[config.mk]
export PLATFORM = sky130hd
export DESIGN_NAME = ahb_decoder_mux
export DESIGN_NICKNAME = d
export VERILOG_FILES = /design/src/rtl/ahb_pkg.sv /design/src/rtl/ahb_default_slave.sv /design/src/rtl/ahb_decoder_mux.sv
export SDC_FILE = /design/constraint.sdc
export NUM_CORES = 1
export LEC_CHECK = 0
export ABC_CLOCK_PERIOD_IN_PS = 5700
export CORE_ASPECT_RATIO = 1.75
export CORE_MARGIN = 4
export CORE_UTILIZATION = 29
export DETAILED_ROUTE_END_ITERATION = 10
export PLACE_DENSITY = 0.88
export REMOVE_ABC_BUFFERS = 1
export SYNTH_ARGS = -nofsm -noshare
export SYNTH_HDL_FRONTEND = slang
export SYNTH_SLANG_ARGS = --single-unit
[constraint.sdc]
create_clock -name H_clk -period 5.7 [get_ports H_clk]
set_input_delay 0.57 -clock H_clk [delete_from_list [all_inputs] [get_ports H_clk]]
set_output_delay 0.57 -clock H_clk [all_outputs]
set_load 0.05 [all_outputs]
[src/rtl/ahb_pkg.sv]
// Shared AHB-Lite constants: transfer types, response codes and the
// default-slave state encoding.
package ahb_pkg;

    localparam logic [1:0] HTRANS_IDLE   = 2'b00;
    localparam logic [1:0] HTRANS_BUSY   = 2'b01;
    localparam logic [1:0] HTRANS_NONSEQ = 2'b10;
    localparam logic [1:0] HTRANS_SEQ    = 2'b11;

    localparam logic HRESP_OKAY  = 1'b0;
    localparam logic HRESP_ERROR = 1'b1;

    localparam logic [1:0] DS_OKAY = 2'd0;
    localparam logic [1:0] DS_ERR1 = 2'd1;
    localparam logic [1:0] DS_ERR2 = 2'd2;

    // NONSEQ and SEQ are the only transfer types that demand a response.
    function automatic logic trans_active(input logic [1:0] trans);
        return (trans == HTRANS_NONSEQ) || (trans == HTRANS_SEQ);
    endfunction

endpackage

[src/rtl/ahb_default_slave.sv]
// Default slave for unmapped address space: two-cycle ERROR response for
// active transfers, zero-wait OKAY otherwise, plus a saturating error count.
module ahb_default_slave
    import ahb_pkg::*;
(
    input  logic       clk,
    input  logic       rst,
    input  logic       hready,
    input  logic       dec_default,
    input  logic [1:0] trans,
    output logic       ready_out,
    output logic       resp_out,
    output logic [7:0] err_cnt
);

    logic [1:0] state;
    logic [1:0] state_nxt;
    logic       err_go;

    assign err_go = dec_default && trans_active(trans);

    always_comb begin
        state_nxt = state;
        case (state)
            DS_OKAY: if (hready && err_go) state_nxt = DS_ERR1;
            DS_ERR1: state_nxt = DS_ERR2;
            DS_ERR2: state_nxt = err_go ? DS_ERR1 : DS_OKAY;
            default: state_nxt = DS_OKAY;
        endcase
    end

    always_ff @(posedge clk or posedge rst) begin
        if (rst) begin
            state   <= DS_OKAY;
            err_cnt <= '0;
        end else begin
            state <= state_nxt;
            if (state_nxt == DS_ERR1 && state != DS_ERR1 && err_cnt != 8'hFF)
                err_cnt <= err_cnt + 8'd1;
        end
    end

    assign ready_out = (state != DS_ERR1);
    assign resp_out  = (state == DS_OKAY) ? HRESP_OKAY : HRESP_ERROR;

endmodule

[src/rtl/ahb_decoder_mux.sv]
// AHB-Lite address decoder and slave-to-master response multiplexer with
// an internal default slave for unmapped space.
module ahb_decoder_mux
    import ahb_pkg::*;
#(
    parameter int unsigned           NUM_SLV  = 4,
    parameter int unsigned           DATA_W   = 32,
    parameter logic [NUM_SLV*32-1:0] SLV_BASE = {32'h4000_0000, 32'h3000_0000,
                                                 32'h2000_0000, 32'h1000_0000},
    parameter logic [NUM_SLV*32-1:0] SLV_MASK = {4{32'hF000_0000}}
) (
    input  logic                      H_clk,
    input  logic                      H_rst,
    input  logic [31:0]               H_addr,
    input  logic [1:0]                H_trans,
    output logic [NUM_SLV-1:0]        hsel,
    input  logic [NUM_SLV*DATA_W-1:0] s_rdata,
    input  logic [NUM_SLV-1:0]        s_readyout,
    input  logic [NUM_SLV-1:0]        s_resp,
    output logic [DATA_W-1:0]         H_rdata,
    output logic                      H_ready,
    output logic                      H_resp,
    output logic [7:0]                dec_err_cnt
);

    logic              dec_hit;
    logic [3:0]        dec_idx;
    logic              sel_def;
    logic [3:0]        sel_idx;
    logic [DATA_W-1:0] slv_rdata;
    logic              slv_ready;
    logic              slv_resp;
    logic              ds_ready;
    logic              ds_resp;

    // First match scanning upward gives lowest-index priority on overlap.
    always_comb begin
        dec_hit = 1'b0;
        dec_idx = '0;
        hsel    = '0;
        for (int unsigned i = 0; i < NUM_SLV; i++) begin
            if (!dec_hit &&
                ((H_addr & SLV_MASK[i*32 +: 32]) ==
                 (SLV_BASE[i*32 +: 32] & SLV_MASK[i*32 +: 32]))) begin
                dec_hit = 1'b1;
                dec_idx = i[3:0];
                hsel[i] = 1'b1;
            end
        end
    end

    always_ff @(posedge H_clk or posedge H_rst) begin
        if (H_rst) begin
            sel_def <= 1'b1;
            sel_idx <= '0;
        end else if (H_ready) begin
            sel_def <= !dec_hit;
            sel_idx <= dec_idx;
        end
    end

    always_comb begin
        slv_rdata = '0;
        slv_ready = 1'b1;
        slv_resp  = HRESP_OKAY;
        for (int unsigned i = 0; i < NUM_SLV; i++) begin
            if (sel_idx == i[3:0]) begin
                slv_rdata = s_rdata[i*DATA_W +: DATA_W];
                slv_ready = s_readyout[i];
                slv_resp  = s_resp[i];
            end
        end
    end

    assign H_rdata = sel_def ? '0       : slv_rdata;
    assign H_ready = sel_def ? ds_ready : slv_ready;
    assign H_resp  = sel_def ? ds_resp  : slv_resp;

    ahb_default_slave u_default_slave (
        .clk         (H_clk),
        .rst         (H_rst),
        .hready      (H_ready),
        .dec_default (!dec_hit),
        .trans       (H_trans),
        .ready_out   (ds_ready),
        .resp_out    (ds_resp),
        .err_cnt     (dec_err_cnt)
    );

endmodule
==> results of run 1 <==
==> worst max path at each step <==
stage / from / to
6_report: sel_idx[0] / H_rdata[18]
4_1_cts: sel_idx[0] / H_rdata[18]
2_1_floorplan: sel_idx[0] / H_resp
5_1_grt: sel_idx[0] / H_resp
3_5_place_dp: s_readyout[3] / H_ready
3_3_place_gp: s_readyout[3] / H_ready
==> sequential cells by signal (all words and copies together) (netlist names) <==
name,cells
sel_def,1
sel_idx,2
u_default_slave.err_cnt,8
u_default_slave.state,2
==> layer usage <==
metal	global-route usage (%)	up-vias	wire, µm
met5	0	-	0
met4	8.27	0	290
met3	5.95	20	946
met2	39.0	126	4270
met1	20.9	1035	2440
li1	-	967	-
==> worst max-delay path, stage by stage (launching register included) <==
cell and delay, ns:
dfrtp_2 0.53, buf_4 0.51, mux4_2 0.58, nor2b_1 0.15
clkdlybuf4s50_1 0.74
==> cell families after synthesis <==
group	after synthesis	synth area share [%]
AND/OR/NAND/NOR	64	21.9
multiplexers	38	45.6
AO/OA/AOI/OAI	16	7.81
buffers and inverters	16	4.15
flip-flops	13	18.4
XOR/XNOR	3	1.48
adder cells (fa/ha/maj)	1	0.703
==> power groups by stage <==
stage | combinational (mW) | clock, mW | sequential (mW)
4_1_cts | 1.08 | 0.0841 | 0.208
5_1_grt | 1.12 | 0.0890 | 0.219
6_report | 1.06 | 0.0847 | 0.207
3_5_place_dp | 1.07 | 0 | 0.209
2_1_floorplan | 0.602 | 0 | 0.301
3_3_place_gp | 1.05 | 0 | 0.208
==> layout by cell type, fill, tap and decap left out, drive strengths merged, types with 3 or more instances in the layout <==
cell type,n
nand2,5
clkdlybuf4s50,188
a31oi,3
a41oi,7
clkbuf,4
mux2i,3
nor2b,33
nand4,3
mux4,34
a21oi,3
inv,4
nor2,9
dfrtp,12
==> layout make-up <==
type                       count  area share (%)
clock buffer                   4            1.20
inverter                       4           0.399
multi-input combinational    122            36.7
sequential                    13            8.72
tap                           78            2.59
timing repair buffer         190            50.4
==> run_results.csv, run 1 <==
group,metric,value,unit
logic_synthesis,yosys-top-cells-area,"mux4_2, dfrtp_1, nor2b_1",
logic_synthesis,synth_area,0.00178,mm²
die,dieArea,0.00750,mm²
finish,stdcell_count,411,
setup_path,start_kind,"flop",
sta,slew-limit-headroom,53.0,%
finish,fin_nets,507,
place,place_congestion,0.868,
finish,num_antenna_cells,0,
finish,fin_area,0.00376,mm²
die,io-pin-count,218,
die,rows,37,
power_and_ir_drop,leakagePower,1.33,nW
setup_path,cp-end-kind,"output port",
worst_hold_path,min_to,"u_default_slave.err_cnt[4]",
power_and_ir_drop,swShare,51.2,%
setup_path,reg2reg_depth,4,
worst_hold_path,hold_path.class,"flop to flop",
sta,grt_setup_unrepaired,"no",
setup_path,crit_type,"flop to output port",
logic_synthesis,ys_seq_area_share,18.4,%
finish,multi_input_comb_area,0.00138,mm²
place,hpwlAfterDp,6780,µm
clocking,clkLatencyLatePin,0.25,ns
logic_synthesis,syn_inst,151,
run,cap_violations,0,
die,core,0.00593,mm²
clocking,cts_inserted_buffers,3,
logic_synthesis,avgSynthCellArea,11.8,µm²
die,die_x,67.2,µm
sta,min_period,3.37,ns
finish,fillers,484,
grt,first_global_vias,2410,
grt,grt_max_degree,38,
grt,antenna_found_initial,0,
route,vias,2148,
logic_synthesis,synth_top_cells_by_count,"mux4_2, nor2b_1, dfrtp_1, nor2_1, a41oi_1",
power_and_ir_drop,clkPwrFrac,6.2,%
grt,overflow,0,
clocking,cts_resized,0,
place,place_ws,2.55,ns
setup_path,reg2reg_slack,3.23,ns
power_and_ir_drop,totalPowerFinal,1.36,mW
grt,grt_use_total,21.0,%
power_and_ir_drop,p_seq_share,15.3,%
setup_path,cp.arrival,2.80,ns
clocking,cts_tree,"done",
power_and_ir_drop,power_frac_comb,78.5,%
finish,regArea,328,µm²
clocking,clkTransAtPathRegs,0.06,ns
logic_synthesis,synth_edf_count,0,
sta,finalCritPeriodShare,59.1,%
logic_synthesis,yosysWarnings,0,
sta,worst_slack,2.33,ns
worst_hold_path,holdPathStages,1,
worst_hold_path,min_from,"u_default_slave.err_cnt[4]",
clocking,htree_levels,1,
setup_path,r2r_end,"u_default_slave.err_cnt[1]",
route,wire_per_inst,19.3,µm
clocking,cts.sinks,13,
clocking,ctsLongestPathBuffers,2,
power_and_ir_drop,p_sw,694,µW
die,start_util,30.0,%
place,post_dp_cell_area,0.00372,mm²
sta,whs,0.535,ns
logic_synthesis,synth_top_area_cell,"mux4_2",
logic_synthesis,yosysUniqueCellTypes,35,
place,placement.io_buffers,188,
power_and_ir_drop,p_int,662,µW
sta,slew_viol_final,0,
clocking,clock-root-buffer,"clkbuf_8",
status,outcome,"complete, no violations",
route,first_pass_iters,4,
die,die_h,112,µm
sta,worstMarginPinSlew,0.705,ns
route,routed_wirelength,7940,µm
clocking,cts_hold_buffers,0,
route,drc,0,
sta,fin_setup_tns,0,ns
finish,fin_util,63.5,%
power_and_ir_drop,p_per_area,360,mW/mm²
clocking,post_cts_buffers,0,
setup_path,crit_fanout,28,
route,ant_nets,0,
sta,final-setup-viol-count,0,
finish,area_growth,111,%
route,vias_per_cell,5.23,
setup_path,required,5.13,ns
logic_synthesis,synthFlopType,"dfrtp_1",
grt,grt_pass1_wl,12000,µm
place,dp.cells,407,
power_and_ir_drop,irDropWorstVdd,0.000295,V
route,drt_iter0_drc,104,
logic_synthesis,synthArstFlopShare,100,%
sta,clock_skew,0.00107,ns
sta,fmax,0.297,GHz
finish,drive_gt1_share,13.5,%
logic_synthesis,synth_top_area_share,41.8,%
logic_synthesis,ys_ff_latch,13,
setup_path,r2r_start,"sel_def",
sta,hold_violations,0,
No activity file was read; power rests on OpenSTA's default activity.
==> run 2: changes to the inputs <==
--- a/config.mk
+++ b/config.mk
@@ -5,12 +5,12 @@
 export SDC_FILE = /design/constraint.sdc
 export NUM_CORES = 1
 export LEC_CHECK = 0
-export ABC_CLOCK_PERIOD_IN_PS = 5700
+export ABC_CLOCK_PERIOD_IN_PS = 3050
 export CORE_ASPECT_RATIO = 1.75
 export CORE_MARGIN = 4
-export CORE_UTILIZATION = 29
+export CORE_UTILIZATION = 24
 export DETAILED_ROUTE_END_ITERATION = 10
-export PLACE_DENSITY = 0.88
+export PLACE_DENSITY = 0.78
 export REMOVE_ABC_BUFFERS = 1
 export SYNTH_ARGS = -nofsm -noshare
 export SYNTH_HDL_FRONTEND = slang
==> constraint.sdc (replaced) <==
create_clock -name H_clk -period 3.05 [get_ports H_clk]
set_input_delay 0.305 -clock H_clk [delete_from_list [all_inputs] [get_ports H_clk]]
set_output_delay 0.305 -clock H_clk [all_outputs]
set_load 0.05 [all_outputs]
==> run 2 against run 1 <==
Core utilization decreased by 9.9 points. Sequential share of layout area shrank 0.25 points. Sequential cell count unchanged. Count of clock-buffer cells in the layout did not move. Largest cell class unchanged. Cell count grew 2.4%. Worst setup slack worse by 1.7 ns. Sequential power rose by 55%. Via count about the same. Clock power rose to 3.0 times the previous value. Power up 100%. Combinational power is 100% higher.
==> run_results.csv, run 2 (synthesis results as in run 1) <==
group,metric,value,unit
die,die_h,122,µm
grt,grt_use_total,16.6,%
route,routed_wirelength,7700,µm
setup_path,crit_family,"buffers and inverters",
clocking,cts_tree,"done",
finish,reg_top3,"u_default_slave.err_cnt: 8 flops, sel_idx: 2 flops, u_default_slave.state: 2 flops",
power_and_ir_drop,totalPowerFinal,2.72,mW
worst_hold_path,hold_path.class,"primary input to asynchronous set/reset pin",
finish,fin_nets,509,
setup_path,worstPathCellList,"clkdlybuf4s50_1, nor4b_4, clkdlybuf4s50_1",
place,place_ws,0.661,ns
setup_path,start_kind,"primary input",
finish,area_growth,118,%
die,rows,41,
power_and_ir_drop,swShare,48.6,%
grt,antenna_found_initial,0,
setup_path,reg2reg_depth,4,
setup_path,cp-end-kind,"output port",
place,placement.io_buffers,188,
route,vias,2147,
setup_path,cp.arrival,2.09,ns
sta,final-setup-viol-count,0,
grt,grt_max_degree,37,
sta,worstMarginPinSlew,0.512,ns
clocking,cts.sinks,13,
route,wire_per_inst,18.3,µm
finish,drive_gt1_share,24.2,%
clocking,cts_hold_buffers,0,
clocking,htree_levels,1,
sta,worst_slack,0.653,ns
route,vias_per_cell,5.10,
setup_path,critPathSlowestCell,"clkdlybuf4s50_1",
setup_path,crit_fanout,5,
clocking,post_cts_buffers,0,
sta,min_period,2.40,ns
route,drc,0,
setup_path,cp-startpoint,"H_addr[29]",
setup_path,cp.buffers_inverters,2,
route,first_pass_iters,4,
grt,overflow,0,
finish,regMostFlops,"u_default_slave.err_cnt",
setup_path,r2r_end,"u_default_slave.err_cnt[1]",
die,io-pin-count,218,
power_and_ir_drop,leakagePower,1.45,nW
finish,final_common_cell,"clkdlybuf4s50_1",
die,die_x,73.1,µm
sta,grt_setup_unrepaired,"no",
sta,finalCritPeriodShare,78.6,%
power_and_ir_drop,p_sw,1.32,mW
finish,num_antenna_cells,0,
power_and_ir_drop,clkPwrFrac,9.3,%
clocking,clock-root-buffer,"clkbuf_16",
grt,grt_pass1_wl,11600,µm
sta,slew-limit-headroom,65.8,%
die,start_util,24.6,%
place,hpwlAfterDp,6530,µm
die,dieArea,0.00891,mm²
clocking,cts_inserted_buffers,3,
clocking,ctsLongestPathBuffers,2,
clocking,clkLatencyLatePin,0.24,ns
sta,clock_skew,0.00176,ns
power_and_ir_drop,p_int,1.40,mW
route,ant_nets,0,
setup_path,timing.critical_path.mode_cell,"clkdlybuf4s50_1",
place,place_congestion,0.830,
power_and_ir_drop,p_seq_share,11.8,%
finish,most-common-layout-cells,"clkdlybuf4s50_1, mux4_2, nor2b_1",
setup_path,crit_type,"primary input to output port",
sta,fmax,0.417,GHz
power_and_ir_drop,power_frac_comb,79.0,%
finish,largest_reg_flops,8,
clocking,cts_resized,0,
sta,slew_viol_final,0,
power_and_ir_drop,irDropWorstVdd,0.000786,V
run,cap_violations,0,
setup_path,r2r_start,"sel_idx[0]",
setup_path,required,2.74,ns
setup_path,reg2reg_slack,1.16,ns
grt,first_global_vias,2251,
setup_path,max_stage_delay,0.87,ns
sta,fin_setup_tns,0,ns
power_and_ir_drop,p_per_area,703,mW/mm²
route,drt_iter0_drc,114,
sta,hold_violations,0,
die,core,0.00723,mm²
clocking,clkTransAtPathRegs,0.05,ns
status,outcome,"complete, no violations",
## run 2: how the worst max path moves through the flow
stage               cells after the start      end  slack [ns]
floorplan                               3   H_resp       -0.03
global placement                        3  hsel[3]        0.69
detailed placement                      3  hsel[3]        0.66
CTS                                     3  hsel[3]        0.65
global route                            3  hsel[3]        0.57
finish                                  3  hsel[3]        0.65
## run 2: worst reg2reg max path: cells and delay by family (launching register included)
kind / cells / cell delay [ns]
AOI/OAI and AO/OA: 1 / 0.46
and+or+nand+nor: 1 / 0.34
muxes: 2 / 0.51
DFF: 1 / 0.47
## run 2: final cells by class
cell class                 instances  area, µm²
tap                               86        108
multi-input combinational        122       1380
inverter                           4       15.0
sequential                        13        328
fill                             615       3360
timing repair buffer             192       1960
clock buffer                       4       78.8
## run 2: per-stage QoR
stage	cells	instance area [µm²]	hold WS [ns]	util, %
3_5_place_dp	417	3790	0.519	52.4
6_report	421	3870	0.390	53.5
2_1_floorplan	139	1720	0.181	-
3_3_place_gp	417	3790	0.512	52.4
4_1_cts	421	3870	0.425	53.5
5_1_grt	421	3870	0.437	53.5
## run 2: power by group through the flow
stage | clock network (mW) | logic (mW) | registers (mW)
floorplan | 0 | 1.12 | 0.563
global placement | 0 | 2.16 | 0.319
detailed placement | 0 | 2.17 | 0.323
CTS | 0.253 | 2.18 | 0.322
global route | 0.262 | 2.28 | 0.334
finish | 0.252 | 2.15 | 0.320
## run 2: layer usage
| metal | GRT usage [%] | routed length (µm) | vias to the layer above |
|---|---|---|---|
| met1 | 17.6 | 2470 | 1020 |
| met5 | 0 | 0 | - |
| met3 | 5.37 | 1090 | 11 |
| li1 | - | - | 974 |
| met2 | 31.2 | 4040 | 142 |
| met4 | 3.23 | 96 | 0 |
==> run 3: changes to the inputs <==
--- a/config.mk
+++ b/config.mk
@@ -5,7 +5,7 @@
 export SDC_FILE = /design/constraint.sdc
 export NUM_CORES = 1
 export LEC_CHECK = 0
-export ABC_CLOCK_PERIOD_IN_PS = 3050
+export ABC_CLOCK_PERIOD_IN_PS = 2060
 export CORE_ASPECT_RATIO = 1.75
 export CORE_MARGIN = 4
 export CORE_UTILIZATION = 24
==> constraint.sdc (replaced) <==
create_clock -name H_clk -period 2.06 [get_ports H_clk]
set_input_delay 0.206 -clock H_clk [delete_from_list [all_inputs] [get_ports H_clk]]
set_output_delay 0.206 -clock H_clk [all_outputs]
set_load 0.05 [all_outputs]
==> run 3 against run 2 <==
Register-to-register slack worse by 0.94 ns. Cell count is 2.1% higher. Sequential power is 52% higher. Critical endpoint is now H_rdata[24]. Via count is 1.0% higher. Count of clock-buffer cells in the layout stayed put. Sequential cell count stayed put.
==> run_results.csv, run 3 (synthesis results as in run 1) <==
group,metric,value,unit
power_and_ir_drop,swShare,45.4,%
setup_path,max_stage_delay,0.52,ns
route,first_pass_iters,4,
route,vias_per_cell,5.04,
power_and_ir_drop,p_per_area,1070,mW/mm²
power_and_ir_drop,p_int,2.51,mW
finish,stdcell_count,430,
finish,fin_util,59.3,%
clocking,clkTransAtPathRegs,0.05,ns
die,core,0.00723,mm²
grt,first_global_vias,2314,
setup_path,cp-end-kind,"output port",
route,drt_iter0_drc,55,
worst_hold_path,hold_path.class,"primary input to asynchronous set/reset pin",
clocking,clkLatencyLatePin,0.24,ns
sta,worst_slack,0.0527,ns
sta,fmax,0.498,GHz
status,outcome,"complete, no violations",
finish,largest_reg_flops,8,
clocking,cts_tree,"done",
clocking,cts_hold_buffers,0,
finish,regArea,328,µm²
power_and_ir_drop,p_seq_share,10.6,%
finish,multi_input_comb_area,0.00138,mm²
sta,finalCritPeriodShare,97.4,%
setup_path,r2r_start,"sel_idx[0]",
place,post_dp_cell_area,0.00419,mm²
setup_path,worstPathCellList,"buf_12, mux4_2, nor2b_1, buf_12",
die,die_h,122,µm
finish,reg_top3,"u_default_slave.err_cnt: 8 flops, sel_idx: 2 flops, u_default_slave.state: 2 flops",
power_and_ir_drop,power_frac_comb,81.2,%
run,cap_violations,0,
place,place_ws,0.212,ns
power_and_ir_drop,totalPowerFinal,4.60,mW
setup_path,start_kind,"flop",
route,drc,0,
route,routed_wirelength,8210,µm
place,place_congestion,0.868,
finish,drive_gt1_share,27.9,%
grt,antenna_found_initial,0,
setup_path,crit_type,"flop to output port",
sta,clock_skew,0.000633,ns
finish,fin_area,0.00429,mm²
clocking,cts_inserted_buffers,3,
die,die_x,73.1,µm
setup_path,cp.arrival,1.80,ns
setup_path,crit_fanout,16,
power_and_ir_drop,clkPwrFrac,8.2,%
place,dp.cells,425,
power_and_ir_drop,leakagePower,1.59,nW
finish,num_antenna_cells,0,
sta,worstMarginPinSlew,0.520,ns
die,rows,41,
sta,grt_setup_unrepaired,"yes",
power_and_ir_drop,p_sw,2.09,mW
grt,grt_max_degree,34,
sta,hold_violations,0,
setup_path,critPathSlowestCell,"mux4_2",
die,dieArea,0.00891,mm²
finish,regMostFlops,"u_default_slave.err_cnt",
setup_path,timing.critical_path.mode_cell,"buf_12",
die,start_util,24.6,%
finish,fin_nets,518,
clocking,ctsLongestPathBuffers,2,
clocking,cts.sinks,13,
finish,fillers,574,
route,wire_per_inst,19.1,µm
setup_path,crit_family,"multiplexers",
route,vias,2169,
setup_path,cp-startpoint,"sel_idx[0]",
route,ant_nets,0,
place,hpwlAfterDp,7160,µm
finish,most-common-layout-cells,"clkdlybuf4s50_1, buf_12, mux4_2",
sta,fin_setup_tns,0,ns
clocking,clock-root-buffer,"clkbuf_16",
sta,slew_viol_final,0,
clocking,htree_levels,1,
power_and_ir_drop,irDropWorstVdd,0.00109,V
grt,grt_use_total,17.4,%
grt,grt_pass1_wl,11800,µm
sta,min_period,2.01,ns
grt,overflow,0,
place,placement.io_buffers,188,
finish,area_growth,141,%
finish,final_common_cell,"clkdlybuf4s50_1",
sta,final-setup-viol-count,0,
sta,whs,0.296,ns
die,io-pin-count,218,
setup_path,required,1.85,ns
setup_path,cp.buffers_inverters,2,
sta,slew-limit-headroom,64.8,%
[run 3: cell type report]
class                           instances  area share (%)
Clock buffer                            4            1.84
Inverter                                4           0.350
Multi-Input combinational cell        122            32.2
Sequential cell                        13            7.65
Tap cell                               86            2.51
Timing Repair Buffer                  201            55.4
[run 3: path summary, 6_finish.rpt]
kind	endpoint	slack, ns	cells after the start
max in group asynchronous	sel_idx[0]	1.39	2
setup / recovery	H_rdata[24]	0.05	4
setup reg to reg	u_default_slave.err_cnt[1]	0.22	5
hold reg to reg	u_default_slave.err_cnt[4]	0.53	1
min in group H_clk	u_default_slave.err_cnt[4]	0.53	1
hold / removal	sel_idx[1]	0.30	2
[run 3: worst reg2reg max path, delay by kind of cell, from the launching register on]
| family | cells | cell delay [ns] |
|---|---|---|
| multiplexers | 2 | 0.47 |
| AND/OR/NAND/NOR | 1 | 0.30 |
| flip-flops | 1 | 0.48 |
| buffers and inverters | 1 | 0.18 |
| AO/OA/AOI/OAI | 1 | 0.29 |
[run 3: repair_timing]
action,in CTS,in global routing
setup buffers,1,0
gates resized for setup,0,4
endpoints found under the setup margin,11,12
[run 3: per-layer routing]
layer	global-route usage, %	vias to the layer above	share of wire, %
li1	-	990	-
met1	16.2	1021	31
met2	33.2	142	53
met3	7.18	16	14
met4	4.97	0	2.4
met5	0	-	0
[run 3: power groups by stage]
stage,combinational (mW),sequential (mW),clock [mW]
2_1_floorplan,1.67,0.833,0
3_3_place_gp,3.69,0.494,0
3_5_place_dp,3.73,0.502,0
4_1_cts,3.77,0.490,0.371
5_1_grt,3.92,0.507,0.387
6_report,3.74,0.488,0.377
